--- config.mk ---
export PLATFORM = sky130hd
export DESIGN_NAME = output_layer_mac
export DESIGN_NICKNAME = d
export VERILOG_FILES = /design/src/rtl/output_layer_mac.sv
export SDC_FILE = /design/constraint.sdc
export NUM_CORES = 1
export LEC_CHECK = 0
export ABC_AREA = 1
export CAP_MARGIN = 20
export CORE_MARGIN = 5
export CORE_UTILIZATION = 40
export CTS_CLUSTER_SIZE = 10
export DETAILED_ROUTE_END_ITERATION = 8
export PLACE_DENSITY = 0.67
export SLEW_MARGIN = 20
export SYNTH_ARGS = -nofsm -noshare
export SYNTH_HDL_FRONTEND = slang
export SYNTH_SLANG_ARGS = --single-unit
export TNS_END_PERCENT = 1
--- constraint.sdc ---
create_clock -name clk -period 17.7 [get_ports clk]
set_input_delay 3.54 -clock clk [delete_from_list [all_inputs] [get_ports clk]]
set_output_delay 3.54 -clock clk [all_outputs]
set_load 0.02 [all_outputs]
--- src/rtl/output_layer_mac.sv ---
// Output dense layer: buffers N_IN activations, then serially computes N_OUT
// saturated Q8.8 logits against an external synchronous weight ROM.
module output_layer_mac #(
   parameter int N_IN  = 32,
   parameter int N_OUT = 10,
   parameter int AW    = 9,
   parameter int FRAC  = 7
) (
   input  logic          clk,
   input  logic          reset_n,
   input  logic [15:0]   act_in,
   input  logic          act_valid,
   output logic          act_ready,
   output logic [AW-1:0] w_addr,
   output logic          w_rd_en,
   input  logic [7:0]    w_data,
   output logic [3:0]    b_addr,
   input  logic [15:0]   b_data,
   output logic [15:0]   out_data,
   output logic          out_valid,
   output logic          out_start,
   output logic          busy,
   output logic          done,
   output logic          dbg_state_o
);

   localparam int IW = (N_IN > 1) ? $clog2(N_IN) : 1;
   localparam int CW = $clog2(N_IN + 2);

   typedef enum logic [0:0] {
      S_LOAD    = 1'b0,
      S_COMPUTE = 1'b1
   } state_e;

   state_e               state_q, state_d;
   logic [IW-1:0]        in_cnt_q, in_cnt_d;
   logic [CW-1:0]        cyc_q, cyc_d;
   logic [3:0]           j_q, j_d;
   logic signed [31:0]   acc_q, acc_d;
   logic                 done_q, done_d;
   logic signed [15:0]   buf_q [N_IN];

   logic [IW-1:0]        rd_idx;
   logic signed [23:0]   prod;
   logic signed [31:0]   acc_sh;
   logic signed [32:0]   sum;
   logic [15:0]          sat;
   logic                 accum_en;
   logic                 final_en;

   // Weight for activation i arrives one cycle after its address, so slot cycle c consumes buffer[c-1].
   assign rd_idx   = IW'(cyc_q - CW'(1));
   assign prod     = 24'(buf_q[rd_idx]) * 24'($signed(w_data));
   assign accum_en = (state_q == S_COMPUTE) && (cyc_q != '0) && (cyc_q <= CW'(N_IN));
   assign final_en = (state_q == S_COMPUTE) && (cyc_q == CW'(N_IN + 1));

   assign acc_sh = acc_q >>> FRAC;
   assign sum    = 33'(acc_sh) + 33'($signed(b_data));

   always_comb begin
      sat = sum[15:0];
      if (sum > 33'sd32767) begin
         sat = 16'h7FFF;
      end else if (sum < -33'sd32768) begin
         sat = 16'h8000;
      end
   end

   always_comb begin
      state_d  = state_q;
      in_cnt_d = in_cnt_q;
      cyc_d    = cyc_q;
      j_d      = j_q;
      acc_d    = acc_q;
      done_d   = 1'b0;
      case (state_q)
         S_LOAD: begin
            if (act_valid) begin
               if (in_cnt_q == IW'(N_IN - 1)) begin
                  in_cnt_d = '0;
                  cyc_d    = '0;
                  j_d      = '0;
                  acc_d    = '0;
                  state_d  = S_COMPUTE;
               end else begin
                  in_cnt_d = in_cnt_q + IW'(1);
               end
            end
         end
         S_COMPUTE: begin
            if (accum_en) begin
               acc_d = acc_q + 32'(prod);
            end
            if (final_en) begin
               acc_d = '0;
               cyc_d = '0;
               if (j_q == 4'(N_OUT - 1)) begin
                  j_d     = '0;
                  done_d  = 1'b1;
                  state_d = S_LOAD;
               end else begin
                  j_d = j_q + 4'd1;
               end
            end else begin
               cyc_d = cyc_q + CW'(1);
            end
         end
         default: state_d = S_LOAD;
      endcase
   end

   always_ff @(posedge clk or negedge reset_n) begin
      if (!reset_n) begin
         state_q  <= S_LOAD;
         in_cnt_q <= '0;
         cyc_q    <= '0;
         j_q      <= '0;
         acc_q    <= '0;
         done_q   <= 1'b0;
      end else begin
         state_q  <= state_d;
         in_cnt_q <= in_cnt_d;
         cyc_q    <= cyc_d;
         j_q      <= j_d;
         acc_q    <= acc_d;
         done_q   <= done_d;
      end
   end

   // Activation buffer holds data only; it needs no reset.
   always_ff @(posedge clk) begin
      if (state_q == S_LOAD && act_valid) begin
         buf_q[in_cnt_q] <= act_in;
      end
   end

   assign act_ready   = (state_q == S_LOAD);
   assign busy        = (state_q == S_COMPUTE);
   assign out_start   = (state_q == S_COMPUTE);
   assign w_rd_en     = (state_q == S_COMPUTE) && (cyc_q < CW'(N_IN));
   assign w_addr      = AW'(j_q) * AW'(N_IN) + AW'(cyc_q);
   assign b_addr      = j_q;
   assign out_valid   = final_en;
   assign out_data    = final_en ? sat : 16'h0000;
   assign done        = done_q;
   assign dbg_state_o = state_q;

endmodule

==> flow_metrics.tcl <==
set metrics [dict create \
    cap_violations 0 \
    synth_seq_area_share_pct 53.6 \
    rsz0062_at_grt "no" \
    postCtsResizedCells 0 \
    postCtsSetupBuffers 0 \
    num_vias 21800 \
    finalHoldViolCount 0 \
    crit_path_end_kind "output pin" \
    skew_ps 36.8 \
    place_congestion 0.885 \
    worstRegToRegCells 29 \
    htree_levels 3 \
    ant_nets 0 \
    drtIter0Drc 2178 \
    worst_pin_slew_ps 1040 \
    worst_ep_arrival_time_ps 6980 \
    fin_nets 3306 \
    synth-async-reset-ratio_pct 8.73 \
    grt_pass1_wl_um 123000 \
    synth_seq_cells 561 \
    power.density_nw_per_um2 92.7 \
    leakagePower_nw 14.1 \
    place_ws_ps 7230 \
    final_cell_mix "694 x nand2_1, 512 x edfxtp_1, 305 x a21oi_1" \
    nFillCells 7138 \
    area_growth_pct 12.3 \
    avgSynthCellArea_sq_um 10.6 \
    fmax_ghz 0.0951 \
    setup_violations 0 \
    n_antenna_cell 0 \
    layout.area.seq_sq_um 16600 \
    grt_pass1_vias 21500 \
    period_share_pct 59.4 \
    met1Wirelength_um 34800 \
    clock-root-buffer "clkbuf_16" \
    clk_pin_slew_ps 50 \
    synthCells 2913 \
    hold_path_class "reg2reg" \
    rows 102 \
    crit_type "in2out" \
    synth_warnings 0 \
    clk_path_buf_depth 3 \
    wl_met3_um 5800 \
    cts_buffers 68 \
    crit_fanout 15 \
    dr.pass1.iters 6 \
    rrSetupSlack_ps 8060 \
    multi_input_area_sq_um 12700 \
    hpwl_um 50900 \
    setup_ws_ps 7180 \
    synth_edf_count 512 \
    hold_start "acc_q[0]" \
    synth_area_sq_um 31000 \
    tns_ps 0 \
    min_to "acc_q[0]" \
    grt_usage_pct 18.9 \
    antenna_found_initial 0 \
    outcome "completed" \
    irDropWorstVdd_mv 0.0701 \
    final_common_cell "nand2_1" \
    gr-total-overflow 0 \
    grt_max_degree 154 \
    vias_per_cell 5.39 \
    die_area_sq_um 83100 \
    synthDistinctLibCells 54 \
    io_pins 79 \
    drc_errors 0 \
    r2r_start "cyc_q[0]" \
    maxSlewViolCount 0 \
    cts_sinks 561 \
    insertion_delay_ps 610 \
    routedWlPerCell_um 19.4 \
    hold_buffers 0 \
    die_w_um 288 \
    r2r-end "acc_q[28]" \
    drt-total-wl_um 78500 \
    relSlewSlack_pct 30.6 \
    holdPathStages 1 \
    cp.required_ps 14160 \
    dr_wl_met2_um 35900 \
    fin_crit_ps 10520 \
    drive_above_1_share_pct 7.10 \
    synth.net_count 3225 \
    fp.dieH_um 288 \
    core_sq_um 77100 \
    cp-start-kind "input port" \
    route.top_layer_used "met4" \
    port_buffers 78 \
    cts_tree "done" \
    start_util_pct 40.2 \
    synthFlopType "edfxtp_1" \
]
==> worst max-delay path, cell delays in order <==
cell and delay, ps:
clkdlybuf4s50_1 640, ha_1 480, nand2_2 160, inv_1 50
nand2_1 60, nand2_1 70, a21oi_1 230, o21ai_0 110
a21oi_1 180, nand3_1 90, nand2_1 120, nand2_1 330
a21oi_1 270, clkdlybuf4s50_1 640
==> stage by stage <==
step	util, %	hold WS, ps	cell area (sq um)	power (mW)	std cells
2_1_floorplan	-	472	31000	1.87	2913
5_1_grt	45.2	514	34800	3.38	4055
6_report	45.2	510	34800	3.22	4055
3_5_place_dp	42.7	499	32900	2.02	3964
3_3_place_gp	42.7	489	32900	2.02	3964
4_1_cts	45.2	512	34800	3.24	4055
==> power by group <==
part           switching [mW]  internal [mW]  total (mW)
Combinational           0.354          0.201       0.555
Sequential                  0           1.45        1.45
Clock                   0.509          0.715        1.22
==> worst max-delay path by stage <==
stage	start	endpoint	slack (ps)	cells past startpoint
4_1_cts	b_data[15]	out_data[14]	7220	14
2_1_floorplan	b_data[0]	out_data[12]	8510	18
5_1_grt	b_data[15]	out_data[10]	6910	13
6_report	b_data[15]	out_data[0]	7180	14
3_5_place_dp	b_data[15]	out_data[14]	7230	14
3_3_place_gp	b_data[15]	out_data[3]	7280	14
==> state kept, by name, summed over array words and instances (netlist names) <==
| signal | cells |
|---|---|
| acc_q | 32 |
| b_addr | 4 |
| buf_q | 512 |
| busy | 1 |
| cyc_q | 6 |
| done | 1 |
| in_cnt_q | 5 |
==> cells by family (layout without fill, tap and decap cells) <==
logic type               count (synthesis)  count (layout)  synth area share (%)
XOR/XNOR                                33              33                 0.957
AO/OA/AOI/OAI                          596             596                  11.7
adder cells (fa/ha/maj)                269             269                  14.8
AND/OR/NAND/NOR                       1032            1032                  13.3
buffers and inverters                  422             524                  5.68
flip-flops                             561             561                  53.6
==> Yosys cell counts, types with 2 or more instances <==
master	number	area share, %
nand2_2	6	0.12
a22oi_1	49	1.2
nand4_1	17	0.34
fa_1	161	10
o21ai_1	7	0.11
buf_2	69	1.1
o22ai_1	8	0.16
o21ai_2	15	0.42
a21o_1	5	0.12
a21oi_2	2	0.057
edfxtp_1	512	50
a221o_1	4	0.13
nor2_1	206	2.5
ha_1	108	4.4
o21ai_0	84	1.4
a21boi_0	3	0.073
buf_4	18	0.44
a211oi_1	3	0.073
o211ai_1	9	0.22
a221oi_1	31	0.88
o31ai_1	5	0.12
inv_2	21	0.25
nand2_1	694	8.4
clkbuf_1	38	0.46
nand3_1	73	1.2
a32o_1	30	0.97
clkinv_1	3	0.036
o21bai_1	10	0.24
nor3_1	14	0.23
o311ai_0	14	0.40
a31oi_1	9	0.18
xnor2_1	13	0.37
xor2_1	19	0.54
buf_1	3	0.036
nand3b_1	3	0.073
dfrtp_1	49	4.0
inv_1	267	3.2
a21oi_1	305	4.9
or2_2	2	0.040
nor2_2	10	0.20
==> per-layer routing <==
layer  vias to the layer above  global-route usage (%)
li1                      10200                       -
met3                       136                    3.26
met1                     10700                    27.0
met5                         -                       0
met2                       796                    29.8
met4                         0                    5.48
==> cell type report <==
| cell class | count | area share (%) |
|---|---|---|
| Clock inverter | 11 | 0.259 |
| Tap cell | 1040 | 3.74 |
| Multi-Input combinational cell | 1930 | 36.4 |
| Sequential cell | 561 | 47.7 |
| Inverter | 292 | 3.19 |
| Clock buffer | 80 | 5.17 |
| Timing Repair Buffer | 141 | 3.58 |
(Power assumes the default switching activity.)
